===== config.mk =====
export PLATFORM = sky130hd
export DESIGN_NAME = count_down_timer_flat
export DESIGN_NICKNAME = d
export VERILOG_FILES = /design/src/rtl/count_down_timer_if.sv /design/src/rtl/count_down_timer.sv /design/src/flat_wrapper.sv
export SDC_FILE = /design/constraint.sdc
export NUM_CORES = 1
export LEC_CHECK = 0
export ABC_CLOCK_PERIOD_IN_PS = 3000
export BUFFER_PORTS_ARGS = -buffer_cell sky130_fd_sc_hd__buf_2
export CAP_MARGIN = 20
export CORE_ASPECT_RATIO = 0.6
export CORE_MARGIN = 4
export CORE_UTILIZATION = 50
export CTS_BUF_LIST = sky130_fd_sc_hd__clkbuf_16
export CTS_CLUSTER_DIAMETER = 100
export DETAILED_ROUTE_END_ITERATION = 6
export PLACE_DENSITY_LB_ADDON = 0.05
export SETUP_SLACK_MARGIN = 0.4
export SLEW_MARGIN = 30
export SYNTH_ARGS = -nofsm -noshare
export SYNTH_HDL_FRONTEND = slang
export SYNTH_SLANG_ARGS = --single-unit
export TNS_END_PERCENT = 20

===== constraint.sdc =====
create_clock -name Clk100M -period 3 [get_ports Clk100M]
set_input_delay 0.6 -clock Clk100M [delete_from_list [all_inputs] [get_ports Clk100M]]
set_output_delay 0.6 -clock Clk100M [all_outputs]
set_load 0.005 [all_outputs]

===== src/rtl/count_down_timer_if.sv =====
// Level/timebase inputs and display/done outputs of the countdown timer.
// master drives stimulus and observes the display; slave is the timer.
interface count_down_timer_if;
  logic       Clk1Hz;
  logic [3:0] curLevel;
  logic       start;
  logic       doneCounting;
  logic [7:0] seg0;
  logic [7:0] seg1;

  modport master (
    output Clk1Hz, curLevel, start,
    input  doneCounting, seg0, seg1
  );

  modport slave (
    input  Clk1Hz, curLevel, start,
    output doneCounting, seg0, seg1
  );
endinterface


===== src/rtl/count_down_timer.sv =====
// Level countdown: loads 10+curLevel on a start edge, decrements once per synced 1 Hz tick.
// Display and done pulse update on the same edge that changes the count; no backpressure.
module count_down_timer (
  input  logic             Clk100M,
  input  logic             Reset,
  count_down_timer_if.slave tmr
);

  localparam logic [1:0] IDLE = 2'd0;
  localparam logic [1:0] RUN  = 2'd1;
  localparam logic [1:0] DONE = 2'd2;

  logic [1:0] state;
  logic [4:0] count;
  logic       sync1, sync2, syncPrev;
  logic       startPrev, startHeld;
  logic       doneQ;
  logic [7:0] seg0Q, seg1Q;

  logic       tick, startEdge;
  logic [1:0] nextState;
  logic [4:0] nextCount;
  logic       nextDone;
  logic [3:0] tens, ones;
  logic [7:0] nextSeg0, nextSeg1;

  function automatic logic [7:0] segCode(input logic [3:0] d);
    case (d)
      4'd0:    segCode = 8'hC0;
      4'd1:    segCode = 8'hF9;
      4'd2:    segCode = 8'hA4;
      4'd3:    segCode = 8'hB0;
      4'd4:    segCode = 8'h99;
      4'd5:    segCode = 8'h92;
      4'd6:    segCode = 8'h82;
      4'd7:    segCode = 8'hF8;
      4'd8:    segCode = 8'h80;
      4'd9:    segCode = 8'h90;
      default: segCode = 8'hFF;
    endcase
  endfunction

  assign tick = sync2 & ~syncPrev;
  // startHeld masks a start level that was already high while in reset
  assign startEdge = tmr.start & ~startPrev & ~startHeld;

  always_comb begin
    nextState = state;
    nextCount = count;
    nextDone  = 1'b0;
    if (startEdge) begin
      nextState = RUN;
      nextCount = 5'd10 + {1'b0, tmr.curLevel};
    end else if (tick && state == RUN && count != 5'd0) begin
      nextCount = count - 5'd1;
      if (count == 5'd1) begin
        nextState = DONE;
        nextDone  = 1'b1;
      end
    end
  end

  always_comb begin
    tens = 4'd0;
    ones = nextCount[3:0];
    if (nextCount >= 5'd20) begin
      tens = 4'd2;
      ones = 4'(nextCount - 5'd20);
    end else if (nextCount >= 5'd10) begin
      tens = 4'd1;
      ones = 4'(nextCount - 5'd10);
    end
    nextSeg0 = 8'hFF;
    nextSeg1 = 8'hFF;
    if (nextState != IDLE) begin
      nextSeg0 = segCode(ones);
      nextSeg1 = segCode(tens);
    end
  end

  // Outputs are registered from next-state so the display tracks count with no extra lag
  always_ff @(posedge Clk100M) begin
    if (Reset) begin
      state     <= IDLE;
      count     <= 5'd0;
      sync1     <= 1'b0;
      sync2     <= 1'b0;
      syncPrev  <= 1'b0;
      startPrev <= 1'b0;
      startHeld <= tmr.start;
      doneQ     <= 1'b0;
      seg0Q     <= 8'hFF;
      seg1Q     <= 8'hFF;
    end else begin
      sync1     <= tmr.Clk1Hz;
      sync2     <= sync1;
      syncPrev  <= sync2;
      startPrev <= tmr.start;
      if (!tmr.start) startHeld <= 1'b0;
      state     <= nextState;
      count     <= nextCount;
      doneQ     <= nextDone;
      seg0Q     <= nextSeg0;
      seg1Q     <= nextSeg1;
    end
  end

  assign tmr.doneCounting = doneQ;
  assign tmr.seg0         = seg0Q;
  assign tmr.seg1         = seg1Q;

endmodule


===== src/flat_wrapper.sv =====
// flat-port wrapper written by rule: the top's interface ports become plain ports
module count_down_timer_flat 
  (Clk100M, Reset, tmr_Clk1Hz, tmr_curLevel, tmr_start, tmr_doneCounting, tmr_seg0, tmr_seg1);
  count_down_timer_if tmr_i ();
  input  logic Clk100M;
  input  logic Reset;
  input wire logic [$bits(tmr_i.Clk1Hz)-1:0] tmr_Clk1Hz;
  input wire logic [$bits(tmr_i.curLevel)-1:0] tmr_curLevel;
  input wire logic [$bits(tmr_i.start)-1:0] tmr_start;
  output wire logic [$bits(tmr_i.doneCounting)-1:0] tmr_doneCounting;
  output wire logic [$bits(tmr_i.seg0)-1:0] tmr_seg0;
  output wire logic [$bits(tmr_i.seg1)-1:0] tmr_seg1;
  assign tmr_i.Clk1Hz = tmr_Clk1Hz;
  assign tmr_i.curLevel = tmr_curLevel;
  assign tmr_i.start = tmr_start;
  assign tmr_doneCounting = tmr_i.doneCounting;
  assign tmr_seg0 = tmr_i.seg0;
  assign tmr_seg1 = tmr_i.seg1;
  count_down_timer u_core (.Clk100M(Clk100M), .Reset(Reset), .tmr(tmr_i));
endmodule

==> results of run 1 <==
## cells in the final DEF, fill, tap and decap left out, types with 4 or more instances in the layout
cell type  synthesis  layout
buf_4              4      33
buf_2              0      22
dfxtp_1           24      22
nor2_1            10      10
ha_4               0       9
nand2_1            9       8
o211ai_1           7       7
nor2b_1            6       6
inv_2              1       4
nand3_1            5       4
nand2b_1           5       4
nor3_1             5       4
## synthesized netlist by cell type, drive strengths merged (2+ instances only)
library cell / number
dfxtp: 24
ha: 13
nor2: 11
inv: 10
nand2: 9
o211ai: 7
mux2i: 6
nor2b: 6
a21oi: 5
clkbuf: 5
nand2b: 5
nand3: 5
nor3: 5
o21ai: 5
buf: 4
nor4b: 3
nand3b: 2
nand4: 2
o21a: 2
o31a: 2
or2: 2
or3: 2
or3b: 2
## logic make-up after synthesis
group           synth area share (%)
compound gates                 19.73
other cells                   0.2516
simple gates                   23.51
xor+xnor                      0.5878
flops                          34.26
buf+inv                        5.962
mux                            4.786
fa+ha+maj                      10.92
## path summary, 6_finish.rpt
| path | startpoint | endpoint | slack [ns] | cells past startpoint |
|---|---|---|---|---|
| min reg2reg | u_core.sync1 | u_core.sync2 | 0.45 | 1 |
| max reg2reg | u_core.count[0] | u_core.tmr.seg0[5] | -0.13 | 17 |
| max | u_core.count[0] | u_core.tmr.seg0[5] | -0.13 | 17 |
| min | u_core.sync1 | u_core.sync2 | 0.45 | 1 |
## metal layers
layer / GRT usage (%) / wire length (um) / vias to the layer above
met5: 0 / 0 / -
met4: 6.977 / 70 / 0
met3: 5.197 / 301 / 8
met2: 37.64 / 1915 / 60
met1: 32.24 / 1993 / 673
li1: - / - / 669
## where the power goes
group / total (mW) / switching [mW] / leakage, nW / internal, mW
logic: 0.597 / 0.298 / 0.634 / 0.299
clock network: 0.300 / 0.120 / 0.0409 / 0.180
registers: 0.385 / 0.0178 / 0.209 / 0.367
total: 1.28 / 0.435 / 0.884 / 0.846
## metrics by stage
step	total power, mW	setup TNS, ns	cells	hold WS [ns]	setup WS, ns
finish	1.281	-0.6246	252	0.4536	-0.1279
global route	1.355	-1.708	252	0.4760	-0.2769
CTS	1.217	-0.3501	248	0.4539	-0.08479
detailed placement	0.8502	-1.420	241	0.4425	-0.2571
global placement	0.8396	-0.9236	241	0.4345	-0.1989
floorplan	0.6911	-0.002933	159	0.4138	-0.002827
## sequential cells by signal (all words and copies together) (netlist names)
signal,flops
u_core.tmr.seg1,5
u_core.syncPrev,1
u_core.startPrev,1
u_core.state,2
u_core.startHeld,1
u_core.count,5
u_core.sync1,1
u_core.tmr.seg0,7
u_core.sync2,1
u_core.tmr.doneCounting,1
## critical path, stage by stage (launching register included)
cell	delay, ns
dfxtp_2	0.32
inv_2	0.07
ha_4	0.14
nor4b_4	0.31
nor4b_2	0.10
or3_4	0.38
nand2_8	0.12
ha_4	0.14
nand2b_1	0.06
o21ai_2	0.12
a41oi_2	0.06
nand2b_4	0.20
mux2i_4	0.20
nand3_4	0.18
inv_6	0.07
ha_4	0.16
mux2_4	0.26
o211ai_1	0.16
## final cells by class
| cell class | instances | area, um2 |
|---|---|---|
| fill | 205 | 654.4 |
| clock buffer | 3 | 75.07 |
| timing repair buffer | 56 | 369.1 |
| tap | 42 | 52.55 |
| clock inverter | 1 | 5.005 |
| sequential | 25 | 513.0 |
| multi-input combinational | 115 | 1136 |
| inverter | 10 | 47.55 |
## timing repair
action                                 CTS  global route
resized for setup                       22             7
endpoints found under the hold margin    0             0
setup buffers                            3             4
pin swaps                               15             9
cloned                                   0             0
setup endpoints to repair                8             9
==> flow_metrics.tcl, run 1 <==
set metrics [dict create \
    synth_area_um2 1490 \
    fin_crit_ns 3.128 \
    tightest_slew_ns 0.5595 \
    synth_edf_count 1 \
    drcViolationCount 0 \
    dr.first_iter.drc_count 83 \
    portBuffers 22 \
    post_drt_via_cell_ratio 5.595 \
    drv_slew 0 \
    crit_required_ns 3.18 \
    drt_wl_total_mm 4.280 \
    numCtsBuffers 3 \
    p_leak_nw 0.8838 \
    ys_seq_area_share_pct 34.26 \
    antenna_found_initial 0 \
    vdd_drop_max_uv 402.6 \
    dpl-instance-area_um2 1912 \
    yosys.area.top_type_share_pct 32.24 \
    antenna_left 0 \
    vias 1410 \
    synth_cell_type_count 52 \
    status "finished with violations" \
    start_util_pct 52.24 \
    setup_viol 7 \
    postLayoutCoreUtil_pct 77.06 \
    timing.final.crit_share_pct 104.3 \
    clock_skew_ns 0.002620 \
    clk_pin_slew_ns 0.06 \
    core_um2 2853 \
    hp-class "flop to flop" \
    grt_pass1_vias 1398 \
    cts.htree.levels 1 \
    dieArea_um2 3946 \
    synth_top_area_cell "dfxtp_1" \
    fmax_mhz 319.7 \
    grt_setup_unrepaired "yes" \
    die_w_um 78.48 \
    post_drt_wl_per_cell_um 16.98 \
    ys.flop_type "dfxtp_1" \
    drive_above_1_share_pct 50.48 \
    synth_area_leaders "dfxtp_1 (32%), ha_1 (11%), mux2i_1 (4.0%), o211ai_1 (3.5%), nor2_1 (2.5%)" \
    cts_tree "done" \
    syn_area_per_cell_um2 9.432 \
    finalWorstSetupSlack_ns -0.1279 \
    crit_arrival_ns 3.31 \
    grt_max_degree 15 \
    grt_pass1_wl_mm 7.072 \
    setup.worst_path.end_class "flop" \
    finalWeightedCongestion 0.9335 \
    ys_ff_latch 25 \
    placementRows 15 \
    stdcell_area_um2 2198 \
    grt-ovfl-total 0 \
    clkSinkCount 25 \
    dieHeight_um 50.29 \
    critical_path.max_fanout 6 \
    maxSlewHeadroom_pct 62.61 \
    violations "setup timing" \
    antenna_cells 0 \
    ios 25 \
    hold_viol 0 \
    clk_latency_ns 0.26 \
    synthCells 158 \
    cts_hold_buf 0 \
    clock_path_buffers 2 \
    power_density_nw_per_um2 582.7 \
    drv_cap 0 \
    drt_pass1_iterations 4 \
    yosys_warnings 0 \
    critPathKind "flop to flop" \
    syn_to_final_growth_pct 47.52 \
    grtUsageTotal_pct 23.65 \
    async_reset_ff_share_pct 0 \
    cts-root-buf "clkbuf_16" \
    place_hpwl_mm 2.883 \
    layout.nets 232 \
    cp-start-kind "flop" \
]
No activity file was read; power rests on OpenSTA's default activity.
==> inputs of run 2 (changes only) <==
--- a/config.mk
+++ b/config.mk
@@ -5,12 +5,13 @@
 export SDC_FILE = /design/constraint.sdc
 export NUM_CORES = 1
 export LEC_CHECK = 0
+export ABC_AREA = 1
 export ABC_CLOCK_PERIOD_IN_PS = 3000
 export BUFFER_PORTS_ARGS = -buffer_cell sky130_fd_sc_hd__buf_2
 export CAP_MARGIN = 20
 export CORE_ASPECT_RATIO = 0.6
 export CORE_MARGIN = 4
-export CORE_UTILIZATION = 50
+export CORE_UTILIZATION = 32
 export CTS_BUF_LIST = sky130_fd_sc_hd__clkbuf_16
 export CTS_CLUSTER_DIAMETER = 100
 export DETAILED_ROUTE_END_ITERATION = 6
==> flow_metrics.tcl, run 2 <==
set metrics [dict create \
    drcViolationCount 0 \
    hold_viol 0 \
    total_power_mw 1.107 \
    antenna_found_initial 0 \
    crit_arrival_ns 2.66 \
    cp_slowest_cell "dfxtp_2" \
    drt_wl_total_mm 3.587 \
    ys_top_cells_by_count "nand2_1 (41), dfxtp_1 (24), inv_1 (23)" \
    ys.flop_type "dfxtp_1" \
    postLayoutCoreUtil_pct 47.08 \
    core_um2 4324 \
    cts-root-buf "clkbuf_16" \
    syn_to_final_growth_pct 35.47 \
    clock_skew_ns 0.002548 \
    ys_seq_area_share_pct 33.97 \
    finalSetupTns_ns 0 \
    power_density_nw_per_um2 543.6 \
    cts.htree.levels 1 \
    max_stage_delay_ns 0.34 \
    fin_crit_ns 2.523 \
    post_drt_wl_per_cell_um 11.92 \
    syn_area_per_cell_um2 7.667 \
    place_hpwl_mm 2.569 \
    portBuffers 22 \
    antenna_cells 0 \
    reg2reg_slack_ns 0.48 \
    path_cells "inv_2, buf_4, ha_2, xnor2_2, o21ai_2, nand2_1, nand2_2, inv_4, ha_2, nand2_1, nand2_2, nand2_4, nand2_4, nand2_4, nand2_4, buf_4, buf_4, ha_1, nand3_1, nand3_1" \
    crit_required_ns 3.14 \
    start_util_pct 34.75 \
    synth_area_leaders "dfxtp_1 (32%), ha_1 (11%), nand2_1 (10%), nand3_1 (7.0%), inv_1 (5.7%)" \
    dieHeight_um 61.08 \
    mostFrequentLayoutCells "nand2_1 (39), buf_4 (23), buf_2 (22), dfxtp_1 (22), nand3_1 (18)" \
    grt_max_degree 16 \
    setup.worst_path.end_class "flop" \
    yosys.area.top_type_share_pct 31.97 \
    grt_setup_unrepaired "yes" \
    p_leak_nw 0.9859 \
    synth_top_area_cell "dfxtp_1" \
    clk_latency_ns 0.26 \
    min_to "u_core.sync2" \
    clkSinkCount 25 \
    fmax_mhz 396.4 \
    numCtsBuffers 3 \
    status "completed" \
    drv_slew 0 \
    synthCells 196 \
    ios 25 \
    ys_ff_latch 25 \
    synth_cell_type_count 30 \
    dieArea_um2 5892 \
    finalWeightedCongestion 0.8319 \
    clock_path_buffers 2 \
    drt_pass1_iterations 4 \
    clk_pin_slew_ns 0.06 \
    timing.final.crit_share_pct 84.10 \
    largest_register_ffs 7 \
    die_w_um 96.47 \
    dr.first_iter.drc_count 58 \
    drv_cap 0 \
    async_reset_ff_share_pct 0 \
    final_common_cell "nand2_1" \
    r2r-start "u_core.count[0]" \
    antenna_left 0 \
    vias 1324 \
    holdCritStartpoint "u_core.sync1" \
    placementRows 18 \
    yosys_warnings 0 \
    critical_path.max_fanout 4 \
    whs_path_depth 2 \
    cts_tree "done" \
    rr_worst_depth 20 \
    setup_viol 0 \
    yosysMostFrequentCell "nand2_1" \
    synth_edf_count 1 \
    grt-ovfl-total 0 \
    hp-class "flop to flop" \
    drive_above_1_share_pct 44.81 \
    cp-start-kind "flop" \
    grtUsageTotal_pct 12.02 \
    post_drt_via_cell_ratio 4.399 \
    worstReg2RegEnd "u_core.tmr.seg0[2]" \
    path_common_cell "nand2_4" \
    grt_pass1_wl_mm 5.416 \
    critPathKind "flop to flop" \
    synth_area_um2 1503 \
    grt_pass1_vias 1148 \
    vdd_drop_max_uv 191.4 \
    layout.nets 263 \
]
==> run 2: logic make-up (layout without fill, tap and decap cells) <==
family                     Yosys count  after routing  share of synthesized area (%)
and+or+nand+nor                    111            111                          39.30
buffers and inverters               35             79                          10.24
DFF                                 25             25                          33.97
adders and majority gates           13             13                          10.82
AOI/OAI and AO/OA                    9              9                          4.246
xor gates and xnor gates             2              2                          1.166
other                                1              2                         0.2496
==> run 2: power by group <==
| part | switching, mW | internal, mW | leakage, nW |
|---|---|---|---|
| clock | 0.120 | 0.182 | 0.0414 |
| sequential | 0.0129 | 0.364 | 0.209 |
| combinational | 0.246 | 0.182 | 0.736 |
==> run 2: layout make-up <==
class	count	area, um2
clock buffer	3	75.07
fill	421	2288
tap	60	75.07
multi-input combinational	137	958.4
timing repair buffer	46	294.0
inverter	29	113.9
sequential	25	513.0
clock inverter	1	6.256
==> run 2: repair_timing <==
item | CTS | global route
setup buffers | 13 | 6
pin swaps | 9 | 15
hold buffers | 0 | 0
resized for setup | 12 | 22
endpoints found under the setup margin | 7 | 7
==> run 2: how the worst max path moves through the flow <==
stage | startpoint | endpoint | depth (start not counted) | slack [ns]
after detailed placement | tmr_curLevel[1] | u_core.tmr.seg0[0] | 19 | 0.09
after CTS | u_core.count[0] | u_core.tmr.seg0[0] | 24 | 0.40
after global placement | tmr_curLevel[1] | u_core.tmr.seg0[0] | 19 | 0.05
after global routing | u_core.count[0] | u_core.tmr.seg0[0] | 21 | 0.32
after floorplan | u_core.count[0] | u_core.tmr.seg0[0] | 24 | 0.41
final | u_core.count[0] | u_core.tmr.seg0[2] | 20 | 0.48
==> run 2: critical path, delay by kind of cell (launching register included) <==
family	cells	cell delay, ns
compound gates	1	0.12
xor+xnor	1	0.14
fa+ha+maj	3	0.56
buf+inv	5	0.50
flops	1	0.34
simple gates	10	0.74
==> run 2: metrics by stage <==
step           hold slack [ns]  setup WS, ns  area, um2  instances
2_1_floorplan           0.3883        0.4099       1506        197
3_3_place_gp            0.3941       0.05490       1684        278
3_5_place_dp            0.4006       0.09106       1684        278
4_1_cts                 0.4119        0.4041       1889        295
5_1_grt                 0.4369        0.3192       2036        301
6_report                0.4076        0.4771       2036        301
==> run 2: routing by layer <==
metal  track usage [%]  vias to the layer above  wire, um
met5                 0                        -         0
met1             18.17                      592      1846
met2             17.06                       40      1462
met3             3.297                        5       249
li1                  -                      687         -
met4             2.395                        0        27
